<file path="src/rtl/sprite_shift_sched_if.sv">
// sprite_shift_sched_if: dot timing, staging-bank load port and per-slot pixel outputs
interface sprite_shift_sched_if #(parameter int X_W = 8);
   logic              i_pixel_en;
   logic              i_active;
   logic              i_line_start;
   logic              i_load_en;
   logic [2:0]        i_load_slot;
   logic [7:0]        i_load_pat_lo;
   logic [7:0]        i_load_pat_hi;
   logic [7:0]        i_load_attr;
   logic [X_W-1:0]    i_load_x;
   logic              i_load_spr0;
   logic [7:0][3:0]   o_sprite_pixel;
   logic [7:0]        o_sprite_priority_buff;
   logic              o_spr0_opaque;
   modport slave (
      input  i_pixel_en, i_active, i_line_start, i_load_en, i_load_slot,
             i_load_pat_lo, i_load_pat_hi, i_load_attr, i_load_x, i_load_spr0,
      output o_sprite_pixel, o_sprite_priority_buff, o_spr0_opaque
   );
   modport master (
      output i_pixel_en, i_active, i_line_start, i_load_en, i_load_slot,
             i_load_pat_lo, i_load_pat_hi, i_load_attr, i_load_x, i_load_spr0,
      input  o_sprite_pixel, o_sprite_priority_buff, o_spr0_opaque
   );
endinterface

</file>
<file path="src/rtl/sprite_shift_sched.sv">
// sprite_shift_sched: double-buffered 8-slot sprite X down-counter and pattern shifter
module sprite_shift_sched #(
   parameter int NUM_SLOTS = 8,
   parameter int X_W       = 8
) (
   input logic                  clk,
   input logic                  rst_n,
   sprite_shift_sched_if.slave  bus
);
   logic [7:0]     r_s_lo [NUM_SLOTS];
   logic [7:0]     r_s_hi [NUM_SLOTS];
   logic [1:0]     r_s_pal [NUM_SLOTS];
   logic [X_W-1:0] r_s_x [NUM_SLOTS];
   logic [NUM_SLOTS-1:0] r_s_prio, r_s_spr0, r_s_vld;
   logic [7:0]     r_w_lo [NUM_SLOTS];
   logic [7:0]     r_w_hi [NUM_SLOTS];
   logic [1:0]     r_w_pal [NUM_SLOTS];
   logic [X_W-1:0] r_w_cnt [NUM_SLOTS];
   logic [NUM_SLOTS-1:0] r_w_prio, r_w_spr0, r_w_vld;
   logic w_xfer, w_run, w_hflip, w_unused;
   logic [7:0] w_lo, w_hi;

   function automatic logic [7:0] rev8(input logic [7:0] v);
      for (int i = 0; i < 8; i++) rev8[i] = v[7-i];
   endfunction

   assign w_xfer   = bus.i_line_start & bus.i_pixel_en;
   assign w_run    = bus.i_pixel_en & bus.i_active & ~bus.i_line_start;
   assign w_hflip  = bus.i_load_attr[6];
   assign w_lo     = w_hflip ? rev8(bus.i_load_pat_lo) : bus.i_load_pat_lo;
   assign w_hi     = w_hflip ? rev8(bus.i_load_pat_hi) : bus.i_load_pat_hi;
   assign w_unused = ^{bus.i_load_attr[7], bus.i_load_attr[4:2]};

   always_ff @(posedge clk or negedge rst_n) begin
      if (!rst_n) begin
         for (int n = 0; n < NUM_SLOTS; n++) begin
            r_s_lo[n]  <= '0;
            r_s_hi[n]  <= '0;
            r_s_pal[n] <= '0;
            r_s_x[n]   <= '0;
            r_w_lo[n]  <= '0;
            r_w_hi[n]  <= '0;
            r_w_pal[n] <= '0;
            r_w_cnt[n] <= '0;
         end
         r_s_prio <= '0;
         r_s_spr0 <= '0;
         r_s_vld  <= '0;
         r_w_prio <= '0;
         r_w_spr0 <= '0;
         r_w_vld  <= '0;
      end else begin
         for (int n = 0; n < NUM_SLOTS; n++) begin
            if (w_xfer) begin
               r_w_lo[n]  <= r_s_lo[n];
               r_w_hi[n]  <= r_s_hi[n];
               r_w_pal[n] <= r_s_pal[n];
               r_w_cnt[n] <= r_s_x[n];
            end else if (w_run) begin
               if (r_w_cnt[n] != '0) r_w_cnt[n] <= r_w_cnt[n] - 1'b1;
               else begin
                  r_w_lo[n] <= {r_w_lo[n][6:0], 1'b0};
                  r_w_hi[n] <= {r_w_hi[n][6:0], 1'b0};
               end
            end
         end
         if (w_xfer) begin
            r_w_prio <= r_s_prio;
            r_w_spr0 <= r_s_spr0;
            r_w_vld  <= r_s_vld;
            r_s_vld  <= '0;
         end
         // placed after the clear so a same-cycle write keeps its valid bit
         if (bus.i_load_en) begin
            r_s_lo[bus.i_load_slot]   <= w_lo;
            r_s_hi[bus.i_load_slot]   <= w_hi;
            r_s_pal[bus.i_load_slot]  <= bus.i_load_attr[1:0];
            r_s_x[bus.i_load_slot]    <= bus.i_load_x;
            r_s_prio[bus.i_load_slot] <= bus.i_load_attr[5];
            r_s_spr0[bus.i_load_slot] <= bus.i_load_spr0;
            r_s_vld[bus.i_load_slot]  <= 1'b1;
         end
      end
   end

   always_comb begin
      bus.o_sprite_pixel         = '0;
      bus.o_sprite_priority_buff = '1;
      bus.o_spr0_opaque          = 1'b0;
      for (int n = 0; n < NUM_SLOTS; n++) begin
         bus.o_sprite_pixel[n] = (r_w_vld[n] && r_w_cnt[n] == '0) ?
                                 {r_w_pal[n], r_w_hi[n][7], r_w_lo[n][7]} : 4'b0000;
         bus.o_sprite_priority_buff[n] = r_w_vld[n] ? r_w_prio[n] : 1'b1;
         bus.o_spr0_opaque = bus.o_spr0_opaque |
                             (r_w_spr0[n] & r_w_vld[n] & (r_w_cnt[n] == '0) &
                              (r_w_hi[n][7] | r_w_lo[n][7]));
      end
   end
endmodule

</file>
<file path="src/flat_wrapper.sv">
// flat-port wrapper written by rule: the top's interface ports become plain ports
module sprite_shift_sched_flat 
#(
   parameter int NUM_SLOTS = 8,
   parameter int X_W       = 8
)
  (clk, rst_n, bus_i_pixel_en, bus_i_active, bus_i_line_start, bus_i_load_en, bus_i_load_slot, bus_i_load_pat_lo, bus_i_load_pat_hi, bus_i_load_attr, bus_i_load_x, bus_i_load_spr0, bus_o_sprite_pixel, bus_o_sprite_priority_buff, bus_o_spr0_opaque);
  sprite_shift_sched_if #(.X_W(X_W)) bus_i ();
  input logic clk;
  input logic rst_n;
  input wire logic [$bits(bus_i.i_pixel_en)-1:0] bus_i_pixel_en;
  input wire logic [$bits(bus_i.i_active)-1:0] bus_i_active;
  input wire logic [$bits(bus_i.i_line_start)-1:0] bus_i_line_start;
  input wire logic [$bits(bus_i.i_load_en)-1:0] bus_i_load_en;
  input wire logic [$bits(bus_i.i_load_slot)-1:0] bus_i_load_slot;
  input wire logic [$bits(bus_i.i_load_pat_lo)-1:0] bus_i_load_pat_lo;
  input wire logic [$bits(bus_i.i_load_pat_hi)-1:0] bus_i_load_pat_hi;
  input wire logic [$bits(bus_i.i_load_attr)-1:0] bus_i_load_attr;
  input wire logic [$bits(bus_i.i_load_x)-1:0] bus_i_load_x;
  input wire logic [$bits(bus_i.i_load_spr0)-1:0] bus_i_load_spr0;
  output wire logic [$bits(bus_i.o_sprite_pixel)-1:0] bus_o_sprite_pixel;
  output wire logic [$bits(bus_i.o_sprite_priority_buff)-1:0] bus_o_sprite_priority_buff;
  output wire logic [$bits(bus_i.o_spr0_opaque)-1:0] bus_o_spr0_opaque;
  assign bus_i.i_pixel_en = bus_i_pixel_en;
  assign bus_i.i_active = bus_i_active;
  assign bus_i.i_line_start = bus_i_line_start;
  assign bus_i.i_load_en = bus_i_load_en;
  assign bus_i.i_load_slot = bus_i_load_slot;
  assign bus_i.i_load_pat_lo = bus_i_load_pat_lo;
  assign bus_i.i_load_pat_hi = bus_i_load_pat_hi;
  assign bus_i.i_load_attr = bus_i_load_attr;
  assign bus_i.i_load_x = bus_i_load_x;
  assign bus_i.i_load_spr0 = bus_i_load_spr0;
  assign bus_o_sprite_pixel = bus_i.o_sprite_pixel;
  assign bus_o_sprite_priority_buff = bus_i.o_sprite_priority_buff;
  assign bus_o_spr0_opaque = bus_i.o_spr0_opaque;
  sprite_shift_sched #(.NUM_SLOTS(NUM_SLOTS), .X_W(X_W)) u_core (.clk(clk), .rst_n(rst_n), .bus(bus_i));
endmodule
</file>
<file path="config.mk">
export PLATFORM = sky130hd
export DESIGN_NAME = sprite_shift_sched_flat
export DESIGN_NICKNAME = d
export VERILOG_FILES = /design/src/rtl/sprite_shift_sched_if.sv /design/src/rtl/sprite_shift_sched.sv /design/src/flat_wrapper.sv
export SDC_FILE = /design/constraint.sdc
export NUM_CORES = 1
export LEC_CHECK = 0
export CAP_MARGIN = 25
export CORE_AREA = 3 3 196 179
export DETAILED_ROUTE_END_ITERATION = 10
export DIE_AREA = 0 0 199 182
export MAX_ROUTING_LAYER = met4
export PLACE_DENSITY_LB_ADDON = 0.12
export SKIP_CTS_REPAIR_TIMING = 1
export SYNTH_ARGS = -nofsm -noshare
export SYNTH_HDL_FRONTEND = slang
export SYNTH_SLANG_ARGS = --single-unit
</file>
<file path="constraint.sdc">
create_clock -name clk -period 2.5 [get_ports clk]
set_input_delay 0.625 -clock clk [delete_from_list [all_inputs] [get_ports clk]]
set_output_delay 0.625 -clock clk [all_outputs]
set_load 0.05 [all_outputs]
</file>
After elaboration in Yosys (flattened, before gate mapping). Cells that the tools add are included.

Output and inout port bits: 41. Word-level logic and storage cells: 290. Bits of input ports: 42. Bits in registers: 464.

Multiplexer cells: 104. Equality and inequality tests: 8. Reduce and logical (&&, ||, !) cells: 51. $add $sub $neg: 8. Bitwise gates (word level): 45. Order comparisons: 4.

Operator list (number): 8-bit two-way mux (77); 64-bit bitwise mux (3); 8-bit zero test (8); 8-bit nonzero test (8); 8-bit by 1-bit subtractor with 8-bit output, second input constant (8); 4-bit two-way mux (8); 2-bit AND reduction (16); 1-bit bitwise AND (27); 8-bit demux with 3-bit select (1); 2-bit nonzero test (9); 16-bit bitwise mux (1); 8-bit bitwise mux (2); 2-bit by 1-bit inequality test with 1-bit output, second input constant (8); 1-bit OR (15); 1-bit logical AND (10); 1-bit two-way mux (9); 8-bit OR (1); 2-bit demux with 3-bit select (1); 4-bit >= comparator, second input constant (1); 3-bit by 4-bit < comparator with 1-bit output, second input constant (1); 4-bit by 1-bit < comparator with 1-bit output, second input constant (1); 3-bit inverter with 4-bit output (1); 1-bit demux with 3-bit select (1); 3-bit by 1-bit >= comparator with 1-bit output, second input constant (1); other kinds (2) (2).

Depth between registers and ports, before layout. Gate-level depths: netlist of the first run.

Depth after elaboration: 10. Gate-level depth with buffers: 8. Mapped depth without buffers: 6.

Worst setup path before layout of the first run. OpenSTA, ideal clock, no wires.

Path kind: flip-flop to output port. Start: register u_core.r_w_cnt[48] in the netlist's numbering. End: output port bus_o_spr0_opaque. Setup slack: -0.003 ns. Data arrival time: 1.878 ns. Data required time: 1.875 ns. Stages on the path, launching flop included: 8. Path buffers: 1. Cells stage by stage: dfrtp_1 -> inv_1 -> ha_1 -> nor4b_2 -> and2_1 -> buf_2 -> o2111ai_1 -> nand4b_1.

Word-level cells in the longest chain between the ends: 10.

RTL lines: start: declaration (RTL line sprite_shift_sched.sv:18) `logic [X_W-1:0] r_w_cnt [NUM_SLOTS];`; start signal: indexed assignment (RTL line sprite_shift_sched.sv:58) `r_w_cnt[n] <= r_s_x[n];`; 8-bit zero test (RTL line sprite_shift_sched.sv:95) `(r_w_spr0[n] & r_w_vld[n] & (r_w_cnt[n] == '0) &`; 1-bit bitwise AND (2 in a row) (RTL line sprite_shift_sched.sv:95); 1-bit OR (7 in a row) (RTL line sprite_shift_sched.sv:94) `bus.o_spr0_opaque = bus.o_spr0_opaque |`; end: declaration (RTL line flat_wrapper.sv:23) `output wire logic [$bits(bus_i.o_spr0_opaque)-1:0] bus_o_spr0_opaque;`.

No other way between the ends.

Worst setup path after layout of the first run.
Start: register u_core.r_w_cnt[9] in the netlist's numbering. End: output port bus_o_spr0_opaque.

Word-level cells in the longest chain between the ends: 5.

RTL lines (RTL line): 8-bit zero test (sprite_shift_sched.sv:95); 1-bit bitwise AND (2 in a row) (sprite_shift_sched.sv:95); 1-bit OR (2 in a row) (sprite_shift_sched.sv:94).

No other way between the ends.

==> results.md, run 1 <==
* Status: complete, but fails checks
* Failing checks: setup timing
* First drt pass iteration count at 6
* Iteration-0 DRC Markers at 1097
* Power Total at around 22 mW
* ANT nets after route at 0
* Combinational share of power at a little under a fifth
* CTS tree: done
* Slew @ Worst Pin at 0.809 ns
* CP required at 1.88 ns
* Initial antenna violation count at 1
* Max-Slew Margin vs Limit at 46.0%
* VDD IR max at 0.650 mV
* Vias in the first global route at around 15k
* Layout Nets at around 2.1k
* Cells after Synth at 1891
* Area leader, netlist: dfrtp_1
* Ant diodes at 0
* Final period util at 118%
* P&R area growth vs syn at 24.2%
* Place WS at -0.0345 ns
* Max-slew violations at 0
* Starting density of the core at around 60%
* Clock root cell: clkbuf_16
* Crit path max fanout at 4
* Drc violations at 0
* Worst-path clk slew at 0.06 ns
* Final Hold Fails at 0
* Post-Syn Area per Cell at 10.7 sq um
* Count leader, synth: dfrtp_1
* Synth top cells by count: 464 x dfrtp_1, 359 x nand2_1, 195 x o21ai_0
* Worst Setup Start Kind: register
* Leakage power at 11.4 nW
* Layout Skew at 0.0172 ns
* Share of the synthesized area in the top cell type at 57.5%
* Area of the multi-input gates at a little over 8000 sq um
* Library cells used by synthesis at 76
* Sequential share of the synthesized area at 57.5%
* Port Buffers at 78
* Max cap viols at 0
* Worst EP arrival at 2.33 ns
* Hold path depth at 2
* Clock buffer count from CTS at 47
* Critical path class: register to primary output
* Core ar. at ~33000 sq um
* Clk_lat worst skew at 0.57 ns
* Via-to-Cell Ratio at 5.99
* Largest net degree at the start of global routing at 92
* Worst setup margin at -0.457 ns
* Overflow left after global routing at 0
* Die footprint at 36200 sq um
* Final Wtd Congestion at 0.872
* Clk pwr share at between 30% and 40%
* Tightest Hold Check Type: register to register
* Switching Share at between 20% and 30%
* Final setup viols at 33
* Die Y at 182 um
* Post-synthesis instance area at 20200 sq um
* Total global-route track usage at 28.9%
* Internal power at 15.6 mW
* Synth warn at 0
* Drt wl/cell at 20.0 um
* Ys async rst share at between 90% and 100%
* Wirelength, routed at 50.6 mm
* Number of flops mapped to enable cells by yosys at 0
* CTS Sinks at 464
* RSZ-0062 raised after global routing: yes
* Top cells by area, synth: dfrtp_1 58%, mux2i_1 6.7%, nand2_1 6.7%, mux2_2 5.3%, o21ai_0 4.8%
* Fill cells at 2144
* First-pass GRT wire length at 80.2 mm
* Ys flop type: dfrtp_1
* Crit. End Element: primary output
* Fin crit period at between 2 and 3 ns
* Post-Syn Nets at ~1.9k
* Seq cells post-synth at about 460
* Reg2Reg Depth at 7
* CTS max path bufs at 3
* H-Tree Depth at 2
* Fmax at around 0.34 GHz
* # IOs at 83
* Pwr dens at 872 nW/um^2
* DR vias at 15.2k
* Detail Placement HPWL at approximately 33 mm
* Row count at 63
* Seq pwr share at 47.7%
* Register area at 11600 sq um
* Die W at 199 um
* Switch Pwr at 6.23 mW
* Share of cells above drive strength 1 at 22.5%
-- cell usage in the layout (no fill, tap or decap), types with 8 or more instances in the layout --
cell type and instances:
dlymetal6s2s_1 8, o21ai_1 24, inv_1 20, nand2_1 358, inv_2 10, clkbuf_16 48, nand3_1 19, a22oi_1 14
mux2i_1 136, nor3_1 16, buf_4 123, a21oi_1 87, mux2_2 95, o21ai_0 195, and3_4 27, buf_12 74
clkbuf_8 13, clkinv_2 11, nor2_1 105, dfrtp_1 463, a31oi_1 9, nand2b_1 11, and2_4 11, o211ai_1 8
clkdlybuf4s50_1 36, a22o_1 14, o21a_1 8, nand4_1 10
-- flip-flops by register name, summed over array words and instances, names as in the netlist, 16 cells and up --
name / cells
u_core.r_w_cnt: 64
u_core.r_w_lo: 64
u_core.r_s_lo: 64
u_core.r_s_pal: 16
u_core.r_w_pal: 16
u_core.r_s_hi: 64
u_core.r_w_hi: 64
u_core.r_s_x: 64
-- power by group through the flow --
| stage | sequential [mW] | combinational, mW | clock [mW] |
|---|---|---|---|
| floorplan | 10.2 | 2.51 | 0 |
| global placement | 10.4 | 3.64 | 0 |
| detailed placement | 10.5 | 3.82 | 0 |
| CTS | 10.4 | 3.86 | 7.47 |
| global route | 10.6 | 4.57 | 7.82 |
| finish | 10.4 | 4.07 | 7.35 |
-- critical path, stage by stage (launching register included) --
cell and delay [ns]:
dfrtp_1 0.40, inv_1 0.07, ha_2 0.18, nor4b_4 0.23, nand4_1 0.26, o2111ai_4 0.20, nand4b_1 0.25, buf_12 0.17
-- final timing paths --
kind	start	to	slack [ns]
setup reg to reg	u_core.r_w_cnt[25]	u_core.r_w_cnt[30]	0.56
min in group asynchronous	rst_n	u_core.r_w_cnt[36]	0.55
setup / recovery	u_core.r_w_cnt[9]	bus_o_spr0_opaque	-0.46
max in group asynchronous	rst_n	u_core.r_w_lo[54]	1.14
hold / removal	u_core.r_w_prio[5]	u_core.r_w_prio[5]	0.47
hold reg to reg	u_core.r_w_prio[5]	u_core.r_w_prio[5]	0.47
-- cells by family (layout without fill, tap and decap cells) --
group	count (synthesis)	after routing	share of synthesized area, %
flops	464	464	57.5
mux	232	232	12.1
fa+ha+maj	9	9	0.558
compound gates	419	419	12.0
buf+inv	143	363	3.37
simple gates	618	618	14.1
xor+xnor	6	6	0.260
-- area by class of cell --
cell class,count,share of cell area (%)
clock buffer,67,5.59
timing repair buffer,246,11.7
inverter,30,0.449
sequential,464,46.3
multi-input combinational,1284,32.9
tap,422,2.11
clock inverter,20,0.978
-- layer usage --
layer  global-route usage [%]  up-vias  routed length, um
li1                         -     6969                  -
met1                     40.5     7690              22300
met2                     44.5      430              24200
met3                     4.97       86               3070
met4                     7.67        0                992
met5                        -        -                  0
-- metrics by stage --
stage               hold slack, ns  area [sq um]  instances  TNS, ns  utilization [%]
detailed placement           0.453         22900       2421  -0.0345             69.4
finish                       0.466         25100       2533    -7.36             75.9
floorplan                    0.329         20200       1891        0                -
global placement             0.440         22900       2421        0             69.4
CTS                        -0.0589         24600       2508   -14.44             74.3
global route                 0.474         25100       2533    -9.49             75.9
Note: power is estimated with default switching activity, not from simulation.
==> run 2, diff against run 1 <==
CORE_AREA = 3 3 192 175   (was 3 3 196 179)
DIE_AREA = 0 0 195 178   (was 0 0 199 182)
DONT_BUFFER_PORTS = 1   (was not set)
==> run 2 against run 1 <==
Net effect: the flow finishes with violations (hold timing, setup timing); cell area decreased by 6.3%; routed wire length decreased by 2.4%; die area decreased by 4.2%; clock-buffer cell count increased by 3; flip-flop and latch count unchanged; clock skew increased by 0.0033 ns; power decreased by 6.2%; sequential power about the same; critical path depth unchanged; non-clock buffer count decreased by 106; fmax increased by 1.2%; critical endpoint unchanged; largest power group unchanged.
==> results.md, run 2 (synthesis gave the netlist of run 1 again) <==
* Layout Skew at 0.0205 ns (+0.00329 ns)
* VDD IR max at 0.598 mV (-8.0%)
* Reg2Reg Setup Slack at 0.27 ns (-0.29 ns)
* Detail Placement HPWL at 29.3 mm (-10%)
* Critical path class: register to primary output
* Clock buffer count from CTS at 46 (-2.1%)
* Max-Slew Margin vs Limit at 21.4% (-25 points)
* Worst-path clk slew at 0.06 ns (about the same)
* Largest net degree at the start of global routing at 465 (+410%)
* Overflow left after global routing at 0 (unchanged)
* Fmax at 0.342 GHz (+1.2%)
* Crit path max fanout at 3 (-1)
* Final setup viols at 31 (-6.1%)
* Via-to-Cell Ratio at 6.16 (+2.8%)
* Slew @ Worst Pin at 1.18 ns (+0.370 ns)
* Clock root cell: clkbuf_16
* CP required at 1.88 ns (about the same)
* Total global-route track usage at 28.9% (about the same)
* Tightest Hold Check Type: primary input to async pin
* Place WS at -0.0342 ns (+0.000252 ns)
* Pwr dens at 873 nW/um^2 (+0.15%)
* Worst setup margin at -0.423 ns (+0.0337 ns)
* Wirelength, routed at 49.4 mm (-2.4%)
* Row count at 62 (-1.6%)
* Drc violations at 0 (unchanged)
* Initial antenna violation count at 3 (+2)
* P&R area growth vs syn at 16.4%
* Power Total at 20.5 mW (-6.2%)
* Starting density of the core at 63.5% (+2.3 points)
* Die W at 195 um (-2.0%)
* Final period util at 117% (-1.3 points)
* Placed cell areas at 21600 sq um (-5.6%)
* # IOs at 83 (unchanged)
* Max-slew violations at 0 (unchanged)
* Iteration-0 DRC Markers at 1150 (+4.8%)
* Fill cells at 2226 (+3.8%)
* Worst Setup Start Kind: register
* CTS tree: done
* Final Cell Area at 23500 sq um (-6.3%)
* Fin crit period at 2.92 ns (-0.0337 ns)
* Hold WS at -0.213 ns (-0.679 ns)
* Clk_lat worst skew at 0.55 ns (-0.02 ns)
* CTS Sinks at 464 (unchanged)
* Failing checks: hold timing, setup timing
* Layout Nets at 2017 (-5.0%)
* First drt pass iteration count at 6 (unchanged)
* Leakage power at 10.6 nW (-6.6%)
* Status: complete, but fails checks
* Drt wl/cell at 20.4 um (+2.4%)
* Worst EP arrival at 2.30 ns (-0.03 ns)
* Commonest non-fill, non-tap cell in the layout: dfrtp_1
* Crit. End Element: primary output
* Most frequent cells in the layout: 463 x dfrtp_1, 358 x nand2_1, 195 x o21ai_0, 136 x mux2i_1, 105 x nor2_1
* Port Buffers at 0 (-100%)
* Final Hold Fails at 311 (+311)
* RSZ-0062 raised after global routing: yes
* Vias in the first global route at 14.6k (-3.0%)
* CTS max path bufs at 3 (unchanged)
* Die Y at 178 um (-2.2%)
* Share of cells above drive strength 1 at 19.7% (-2.7 points)
* Max cap viols at 0 (unchanged)
* Die footprint at 34700 sq um (-4.2%)
* ANT nets after route at 0 (unchanged)
* DR vias at 14.9k (-2.0%)
* H-Tree Depth at 2 (unchanged)
* Final Wtd Congestion at 0.919 (+5.3%)
* Core ar. at 31800 sq um (-3.7%)
* First-pass GRT wire length at 77.8 mm (-3.0%)
[run 2: cell types whose count changed in the layout (fill, tap and decap cells not counted), sizes merged, moves of 2 or more]
| cell | before | now |
|---|---|---|
| bufinv | 5 | 0 |
| clkdlybuf4s50 | 36 | 0 |
| clkinvlp | 2 | 0 |
| dlymetal6s2s | 8 | 0 |
| clkinv | 12 | 9 |
| clkbuf | 67 | 70 |
| buf | 201 | 140 |
[run 2: final cells by class]
class	instances	area, sq um	share of cell area [%]
Inverter	30	113	0.479
Tap cell	416	520	2.22
Timing Repair Buffer	140	1600	6.80
Clock inverter	10	57.6	0.245
Multi-Input combinational cell	1284	8240	35.1
Clock buffer	70	1340	5.72
Antenna cell	1	2.50	0.0107
Sequential cell	464	11600	49.4
[run 2: per-layer routing]
metal / vias up / track usage, % / wire (um)
met3: 96 / 4.66 / 2930
met2: 479 / 45.9 / 23700
met1: 7533 / 39.5 / 21500
met4: 0 / 7.93 / 1250
met5: - / - / 0
li1: 6760 / - / -
[run 2: path summary, 6_finish.rpt]
check / from / end / depth (start not counted)
max: u_core.r_w_cnt[25] / bus_o_spr0_opaque / 7
max in group asynchronous: rst_n / u_core.r_s_x[61] / 0
min: rst_n / u_core.r_w_cnt[21] / 0
max reg2reg: u_core.r_w_cnt[24] / u_core.r_w_cnt[28] / 8
min in group clk: bus_i_pixel_en / u_core.r_w_cnt[32] / 1
min reg2reg: u_core.r_s_pal[1] / u_core.r_w_pal[1] / 2
[run 2: report_power, final]
part	switching, mW	leakage, nW	internal [mW]
sequential	1.22	5.71	9.23
combinational	1.84	4.24	1.73
clock	2.80	0.694	3.69
[run 2: metrics by stage]
| stage | cells | utilization, % | setup TNS, ns |
|---|---|---|---|
| 2_1_floorplan | 1891 | - | 0 |
| 3_3_place_gp | 2313 | 68.0 | 0 |
| 3_5_place_dp | 2313 | 68.0 | -0.0342 |
| 4_1_cts | 2393 | 72.4 | -12.28 |
| 5_1_grt | 2414 | 73.8 | -7.81 |
| 6_report | 2415 | 73.8 | -6.04 |
[run 2: worst max-delay path, cell delays in order (launching register included)]
cell       delay, ns
dfrtp_1         0.40
inv_2           0.10
ha_4            0.15
nor4b_4         0.25
nand3_2         0.16
o2111ai_4       0.33
nand4b_1        0.22
buf_12          0.16
==> run 3, diff against run 2 <==
SLEW_MARGIN = 40   (was not set)
==> run 3 against run 2 <==
Net effect: the run still ends with hold timing, setup timing left; sequential power hardly changed; register-to-register slack barely moved; critical path depth unchanged; largest power group unchanged; via count decreased by 0.20%; routed wire length about the same; critical endpoint unchanged; global-route usage unchanged; fmax about the same; highest routed layer unchanged.
==> results.md, run 3 (synthesis gave the netlist of run 1 again) <==
* Status: complete, but fails checks
* Failing checks: hold timing, setup timing
* First-pass GRT wire length at 77.8 mm (unchanged)
* Final Hold Fails at 316 (+1.6%)
* Detail Placement HPWL at 29.3 mm (unchanged)
* Most frequent cells in the layout: 463 x dfrtp_1, 358 x nand2_1, 195 x o21ai_0, 136 x mux2i_1, 105 x nor2_1
* Vias in the first global route at 14.6k (unchanged)
* Pwr dens at 873 nW/um^2 (about the same)
* Overflow left after global routing at 0 (unchanged)
* Via-to-Cell Ratio at 6.15 (-0.16%)
* Power Total at 20.5 mW (about the same)
* Max-Slew Margin vs Limit at 22.4% (+0.99 points)
* RSZ-0062 raised after global routing: yes
* Row count at 62 (unchanged)
* Critical path origin: u_core.r_w_cnt[25]
* Port Buffers at 0 (unchanged)
* Share of cells above drive strength 1 at 19.8% (+0.050 points)
* Internal power at 14.6 mW (about the same)
* Worst-path clk slew at 0.06 ns (about the same)
* Clk_lat worst skew at 0.55 ns (about the same)
* Fmax at 0.342 GHz (about the same)
* Crit-path cells: inv_2, ha_4, nor4b_4, nand3_2, o2111ai_4, nand4b_1, buf_12
* Seq pwr share at 51.0% (about the same)
* Crit path largest cell delay at 0.40 ns (about the same)
* First drt pass iteration count at 5 (-1)
* Hold WS at -0.216 ns (-0.00242 ns)
* Switch Pwr at 5.86 mW (about the same)
* Die Y at 178 um (unchanged)
* Crit path max fanout at 3 (unchanged)
* Worst setup margin at -0.426 ns (-0.00238 ns)
* CTS max path bufs at 3 (unchanged)
* Finished Layout Cells at 2414 (-0.041%)
* Leakage power at 10.6 nW (about the same)
* VDD IR max at 0.598 mV (about the same)
* Clock root cell: clkbuf_16
* Clk pwr share at 31.6% (about the same)
* Ant diodes at 0 (-1)
* Drt wl/cell at 20.4 um (about the same)
* Commonest non-fill, non-tap cell in the layout: dfrtp_1
* Total global-route track usage at 28.9% (unchanged)
* Placed cell areas at 21600 sq um (unchanged)
* Core ar. at 31800 sq um (unchanged)
* Tightest Hold Check Type: primary input to async pin
* Final Wtd Congestion at 0.919 (unchanged)
* Final setup viols at 31 (unchanged)
* Worst Setup Start Kind: register
* Fin crit period at 2.93 ns (+0.00238 ns)
* Die footprint at 34700 sq um (unchanged)
* CTS tree: done
* Worst EP arrival at 2.30 ns (about the same)
* ANT nets after route at 0 (unchanged)
* Critical path class: register to primary output
* Reg2Reg Depth at 8 (unchanged)
* Crit. End Element: primary output
* R2r endpoint: u_core.r_w_cnt[28]
* Layout Skew at 0.0205 ns (-0.0000257 ns)
* CP required at 1.88 ns (about the same)
* H-Tree Depth at 2 (unchanged)
* Initial antenna violation count at 3 (unchanged)
* Wirelength, routed at 49.4 mm (about the same)
* Starting density of the core at 63.5% (unchanged)
* Layout Nets at 2017 (unchanged)
* Reg2Reg Setup Slack at 0.28 ns (about the same)
* FF-to-FF Start: u_core.r_w_cnt[25]
* Max-slew violations at 0 (unchanged)
* # IOs at 83 (unchanged)
* Critical path's slowest cell: dfrtp_1
* P&R area growth vs syn at 16.4% (about the same)
* Finished Core Util at 73.9% (about the same)
* Slew @ Worst Pin at 1.16 ns (-0.0149 ns)
* Dpl cells at 2313 (unchanged)
* Largest net degree at the start of global routing at 465 (unchanged)
* Combinational share of power at 17.4% (about the same)
* Fill cells at 2224 (-0.090%)
* Die W at 195 um (unchanged)
* DR vias at 14.8k (-0.20%)
* Max cap viols at 0 (unchanged)
* Clock buffer count from CTS at 46 (unchanged)
* Switching Share at 28.6% (about the same)
* CTS Sinks at 464 (unchanged)
* Drc violations at 0 (unchanged)
* Iteration-0 DRC Markers at 1150 (unchanged)
* Final Cell Area at 23500 sq um (about the same)
* Final period util at 117% (about the same)
==> run 3: worst max-delay path: cells and delay by family, from the launching register on <==
| family | cells | cell delay, ns |
|---|---|---|
| AND/OR/NAND/NOR | 3 | 0.63 |
| flip-flops | 1 | 0.40 |
| AO/OA/AOI/OAI | 1 | 0.33 |
| buffers and inverters | 2 | 0.26 |
| adder cells (fa/ha/maj) | 1 | 0.15 |
==> run 3: layer usage <==
layer	wire length, um	part of all wire, %	GRT usage, %	vias to the layer above
met5	0	0	-	-
met4	1350	2.7	7.93	0
met3	3050	6.2	4.66	106
met2	23600	48	45.9	476
met1	21300	43	39.5	7496
li1	-	-	-	6760
==> run 3: cell type report <==
cell class	instances	area [sq um]	share of cell area (%)
flip-flops and latches	464	11600	49.4
clock inverters	10	57.6	0.245
multi-input cells	1284	8250	35.1
repair buffers	140	1600	6.80
inverters	30	113	0.479
well taps	416	520	2.22
clock buffers	70	1340	5.72
==> run 3: power by group through the flow <==
stage          Combinational [mW]  Clock (mW)  Sequential (mW)
3_5_place_dp                 3.29           0             10.5
6_report                     3.56        6.49             10.5
5_1_grt                      4.03        6.91             10.6
4_1_cts                      3.34        6.58             10.4
2_1_floorplan                2.51           0             10.2
3_3_place_gp                 3.12           0             10.4
==> run 3: per-stage QoR <==
| step | hold slack [ns] | TNS (ns) | worst slack [ns] |
|---|---|---|---|
| final | -0.216 | -6.10 | -0.426 |
| after global routing | -0.227 | -7.81 | -0.463 |
| after CTS | -0.212 | -12.28 | -0.658 |
| after detailed placement | 0.351 | -0.0342 | -0.0342 |
| after global placement | 0.351 | 0 | 0.0513 |
| after floorplan | 0.329 | 0 | 0.00817 |
==> run 3: worst max path at each step <==
stage                             end  slack [ns]  cells after the start
finish              bus_o_spr0_opaque       -0.43                      7
detailed placement  bus_o_spr0_opaque       -0.03                      7
global route        bus_o_spr0_opaque       -0.46                      7
global placement    bus_o_spr0_opaque        0.05                      7
floorplan           bus_o_spr0_opaque       0.008                      7
CTS                 bus_o_spr0_opaque       -0.66                      7
==> RTL edit 1, RTL diff (config.mk and constraints of run 1) <==
`NUM_SLOTS` is set to 8 in 2 places; all go to 4.
--- a/src/rtl/sprite_shift_sched.sv
+++ b/src/rtl/sprite_shift_sched.sv
@@ -1,6 +1,6 @@
 // sprite_shift_sched: double-buffered 8-slot sprite X down-counter and pattern shifter
 module sprite_shift_sched #(
-   parameter int NUM_SLOTS = 8,
+   parameter int NUM_SLOTS = 4,
    parameter int X_W       = 8
 ) (
    input logic                  clk,
--- a/src/flat_wrapper.sv
+++ b/src/flat_wrapper.sv
@@ -1,7 +1,7 @@
 // flat-port wrapper written by rule: the top's interface ports become plain ports
 module sprite_shift_sched_flat 
 #(
-   parameter int NUM_SLOTS = 8,
+   parameter int NUM_SLOTS = 4,
    parameter int X_W       = 8
 )
   (clk, rst_n, bus_i_pixel_en, bus_i_active, bus_i_line_start, bus_i_load_en, bus_i_load_slot, bus_i_load_pat_lo, bus_i_load_pat_hi, bus_i_load_attr, bus_i_load_x, bus_i_load_spr0, bus_o_sprite_pixel, bus_o_sprite_priority_buff, bus_o_spr0_opaque);
Function: changed (a bounded check fails within 4 cycles, from zero or initial values and one cycle with rst_n low).
==> RTL edit 1 against run 1 <==
The run still ends with setup timing left. Non-clock buffer count down 115. Final area down 48%. Combinational power down 46%. Sequential cell count down 232. Total power down 49%. First-iteration DRC count down 52%. Wire length down 48%. Critical path depth up 1. Register-to-register slack worse by 160 ps. Worst setup slack better by 90 ps. Global-route usage down 14 points. Synthesized area down 49%. Cell count down 39%. Critical path type unchanged. Critical endpoint unchanged. Largest power group unchanged.
==> RTL edit 1: results (changes against run 1) <==
first-pass GRT wire length: 42.1 mm (-47%)
fin worst setup slack: -367 ps (+89.9 ps)
slew margin rel.: 0.654 (+0.194)
WP data arrival: 2240 ps (-90 ps)
register area share after synthesis: 0.565 (-0.0106)
peak supply drop: 0.512 mV (-21%)
Hold/Removal Path Class: in2async
Unique masters post-synth: 59 (-22%)
Starting DRT DRC Count: 528 (-52%)
setup violators final: 17 (-48%)
failing checks: setup timing
P_leak: 5.76 nW (-50%)
layout cells sized above 1: 0.191 (-0.0338)
H-Tree Depth: 1 (-1)
DP Area: 0.0119 mm² (-48%)
Final Instance Count excl. Fillers: 1,544 (-39%)
Placed Cells: 1,488 (-39%)
clk_skew: 18.7 ps (+1.47 ps)
Setup TNS Final: -3530 ps (+3830 ps)
CP Max Fanout: 6 (+2)
outcome: finished, violations left
detailed placement HPWL: 17.3 mm (-47%)
Inserted Clock Buffers: 27 (-43%)
synth cell count leaders: dfrtp_1 (232), nand2_1 (180), nor2_1 (91)
worst skew pair latency: 540 ps (-30 ps)
Routed WL per cell: 17.1 µm (-14%)
Total Routing Usage GR: 0.150 (-0.139)
worst r2r src: u_core.r_w_cnt[24]
Layout area overhead: 26.1%
Largest stage delay, worst path: 490 ps (+90 ps)
worst slack, placed: 57.7 ps (+92.2 ps)
reg2reg end: u_core.r_w_cnt[29]
CP max-delay cell: or4b_4
## RTL edit 1: cell count changes after synthesis, moves of 12 or more
cell             run 1  this run
nand2_1            359       180
buf_2               49        21
mux2_2              95        48
mux2i_1            136        45
clkbuf_1            43        30
dfrtp_1            464       232
o21ai_0            195        55
nor2_1             105        91
inv_1               29        13
nor3_1              18         6
## RTL edit 1: worst max path at each step
| stage | start | to | slack [ps] | depth (start not counted) |
|---|---|---|---|---|
| after floorplan | u_core.r_w_cnt[16] | bus_o_sprite_pixel[4] | 80 | 5 |
| after global placement | bus_i_pixel_en | u_core.r_w_hi[23] | 80 | 6 |
| after detailed placement | u_core.r_w_cnt[24] | bus_o_spr0_opaque | 60 | 8 |
| after CTS | u_core.r_w_cnt[24] | bus_o_spr0_opaque | -520 | 8 |
| after global routing | u_core.r_w_cnt[25] | bus_o_spr0_opaque | -480 | 8 |
| final | u_core.r_w_cnt[24] | bus_o_spr0_opaque | -370 | 8 |
## RTL edit 1: layer usage
layer / global-route usage / vias to the layer above / part of all wire
met5: - / - / 0
met4: 0.0363 / 0 / 0.019
met3: 0.0186 / 36 / 0.029
met2: 0.223 / 109 / 0.45
met1: 0.219 / 3662 / 0.51
li1: - / 3648 / -
## RTL edit 1: cells by family (layout without fill, tap and decap cells)
logic type / count (synthesis) / count (layout) / share of synthesized area
xor+xnor: 4 / 4 / 0.00341
flops: 232 / 232 / 0.565
buf+inv: 92 / 190 / 0.0438
other cells: 2 / 20 / 0.000731
fa+ha+maj: 5 / 5 / 0.00609
mux: 93 / 93 / 0.0964
compound gates: 227 / 227 / 0.131
simple gates: 351 / 351 / 0.154
## RTL edit 1: stage by stage
step	power (W)	hold slack [ps]
after floorplan	0.00658	329
after global placement	0.00735	449
after detailed placement	0.00740	449
after CTS	0.0111	24.9
after global routing	0.0118	48.8
final	0.0111	30.2
## RTL edit 1: report_power, final
| part | internal (W) | switching, W | total [W] | leakage (nW) |
|---|---|---|---|---|
| sequential | 0.00465 | 0.000601 | 0.00525 | 2.79 |
| combinational | 0.00105 | 0.00116 | 0.00220 | 2.58 |
| clock | 0.00210 | 0.00152 | 0.00362 | 0.391 |
## RTL edit 1: area by class of cell
| class | count | area share |
|---|---|---|
| clock inverter | 4 | 0.00212 |
| clock buffer | 42 | 0.0596 |
| multi-input combinational | 700 | 0.329 |
| inverter | 13 | 0.00376 |
| tap | 422 | 0.0407 |
| sequential | 232 | 0.448 |
| timing repair buffer | 131 | 0.117 |
==> RTL edit 2, RTL diff (settings of run 1) <==
Made on the original files. Make the reset (`rst_n`) synchronous in one clocked block.
--- a/src/rtl/sprite_shift_sched.sv
+++ b/src/rtl/sprite_shift_sched.sv
@@ -31,7 +31,7 @@
    assign w_hi     = w_hflip ? rev8(bus.i_load_pat_hi) : bus.i_load_pat_hi;
    assign w_unused = ^{bus.i_load_attr[7], bus.i_load_attr[4:2]};
 
-   always_ff @(posedge clk or negedge rst_n) begin
+   always_ff @(posedge clk) begin
       if (!rst_n) begin
          for (int n = 0; n < NUM_SLOTS; n++) begin
             r_s_lo[n]  <= '0;
Formal check against the unedited RTL: differs if rst_n is asserted again (counterexample within 4 cycles, from zero or initial values and one cycle with rst_n low); with rst_n held inactive, the same outputs for 4 cycles.
==> RTL edit 2 against run 1 <==
The flow still finishes with violations (setup timing). Sequential cell count unchanged. Utilization decreased by 3.8 points. Synthesized area down 6.1%. Critical path depth fell by 1. Wire length fell by 14%. Final area decreased by 5.0%. Worst setup slack lost 62 ps. Clock skew down 7.0 ps. Critical endpoint unchanged.
Power is not compared: it rests on default switching activity, and its combinational part moved more than twofold at a synthesized area within 25%.
==> RTL edit 2: results (changes against run 1) <==
Total Routing Usage GR: 0.253 (-0.0364)
routed wl met2: 21.3 mm (-12%)
IO Port Bufs: 78 (unchanged)
layout cells sized above 1: 0.208 (-0.0168)
Placer Congestion: 0.825 (-5.5%)
CP max-delay cell: or4_4
GR Util met3: 0.0304 (-0.0193)
wire length on met3: 2.83 mm (-7.9%)
Post-synth EDFFs: 416 (+416)
Inserted Clock Buffers: 46 (-2.1%)
WHS: 441 ps (-24.7 ps)
min-delay src: u_core.r_s_vld[0]
detailed placement HPWL: 28.6 mm (-13%)
Placed Cells: 1,986 (-18%)
outcome: finished, violations left
worst r2r src: u_core.r_w_cnt[0][8]
Final Instance Count excl. Fillers: 2,083 (-18%)
DP Area: 0.0220 mm² (-3.9%)
final WL: 43.7 mm (-14%)
peak supply drop: 0.548 mV
fill cell count: 2,125 (-0.89%)
register area share after synthesis: 0.710 (+0.135)
CP Max Fanout: 3 (-1)
worst skew pair latency: 550 ps (-20 ps)
largest net degree at the start of global routing: 44 (-52%)
synth cell count leaders: edfxtp_1 (416), nor2_1 (183), a22o_1 (152)
R2R setup slack: 100 ps (-460 ps)
fin worst setup slack: -519 ps (-62.1 ps)
reg2reg end: u_core.r_w_lo[0][10]
Synth Flop Type: edfxtp_1
vias per cell: 5.79 (-3.3%)
met1 usage: 0.359 (-0.0464)
worst slack, placed: -108 ps (-73.4 ps)
clk_skew: 10.2 ps (-7.01 ps)
ranking of synthesized cells by area: edfxtp_1 (66%), a22o_1 (7.0%), dfxtp_1 (5.1%)
setup violators final: 33 (unchanged)
failing checks: setup timing
Largest stage delay, worst path: 570 ps (+170 ps)
Unique masters post-synth: 48 (-37%)
M1 WL: 18.6 mm (-17%)
Async S/R FF share, synth: 0 (-1.00)
Slew @ Worst Pin: 714 ps (-95.5 ps)
first-pass GRT wire length: 68.2 mm (-15%)
nets@finish: 1,673 (-21%)
Cells after Synth: 1,391 (-26%)
number of global-route vias before repair: 12,000 (-20%)
Clock Path Buffers: 3 (unchanged)
First-pass DRT Iterations: 5 (-1)
WP data arrival: 2390 ps (+60 ps)
Min-Delay Endpoint: u_core.r_s_vld[0]
Starting DRT DRC Count: 954 (-13%)
met2 Usage GRT: 0.394 (-0.0502)
Setup TNS Final: -11,060 ps (-3700 ps)
initial antenna violation count: 0 (-1)
## RTL edit 2: area by class of cell
type	count	area, µm²	share of cell area
clock inverters	16	144	0.00604
clock buffers	70	1380	0.0580
repair buffers	254	2840	0.119
inverters	29	109	0.00457
well taps	422	528	0.0222
flip-flops and latches	464	13500	0.565
multi-input cells	828	5370	0.225
## RTL edit 2: worst max path at each step
stage,startpoint,to,slack (ps),cells past startpoint
after floorplan,u_core.r_w_cnt[0][8],u_core.r_w_hi[0][10],7,5
after global placement,u_core.r_w_cnt[0][56],bus_o_spr0_opaque,-90,8
after detailed placement,u_core.r_w_cnt[0][56],bus_o_spr0_opaque,-110,8
after CTS,u_core.r_w_cnt[0][56],bus_o_spr0_opaque,-700,8
after global routing,u_core.r_w_cnt[0][8],bus_o_spr0_opaque,-630,7
final,u_core.r_w_cnt[0][6],bus_o_spr0_opaque,-520,6
## RTL edit 2: logic make-up after synthesis
| kind of cell | count (synthesis) | synth area share |
|---|---|---|
| buf+inv | 99 | 0.0210 |
| mux | 20 | 0.0106 |
| simple gates | 507 | 0.133 |
| fa+ha+maj | 8 | 0.00528 |
| compound gates | 248 | 0.0995 |
| flops | 464 | 0.710 |
| xor+xnor | 45 | 0.0208 |
## RTL edit 2: worst max-delay path: cells and delay by family, from the launching register on
family | cells | cell delay [ps]
simple gates | 3 | 1080
flops | 1 | 380
buf+inv | 2 | 330
compound gates | 1 | 60
## RTL edit 2: power by group through the flow
| stage | clock network (W) | registers, W | logic (W) |
|---|---|---|---|
| final | 0.00687 | 0.00920 | 0.00140 |
| after global routing | 0.00727 | 0.00924 | 0.00151 |
| after CTS | 0.00696 | 0.00918 | 0.00136 |
| after detailed placement | 0 | 0.00934 | 0.00135 |
| after global placement | 0 | 0.00932 | 0.00131 |
| after floorplan | 0 | 0.00930 | 0.000669 |
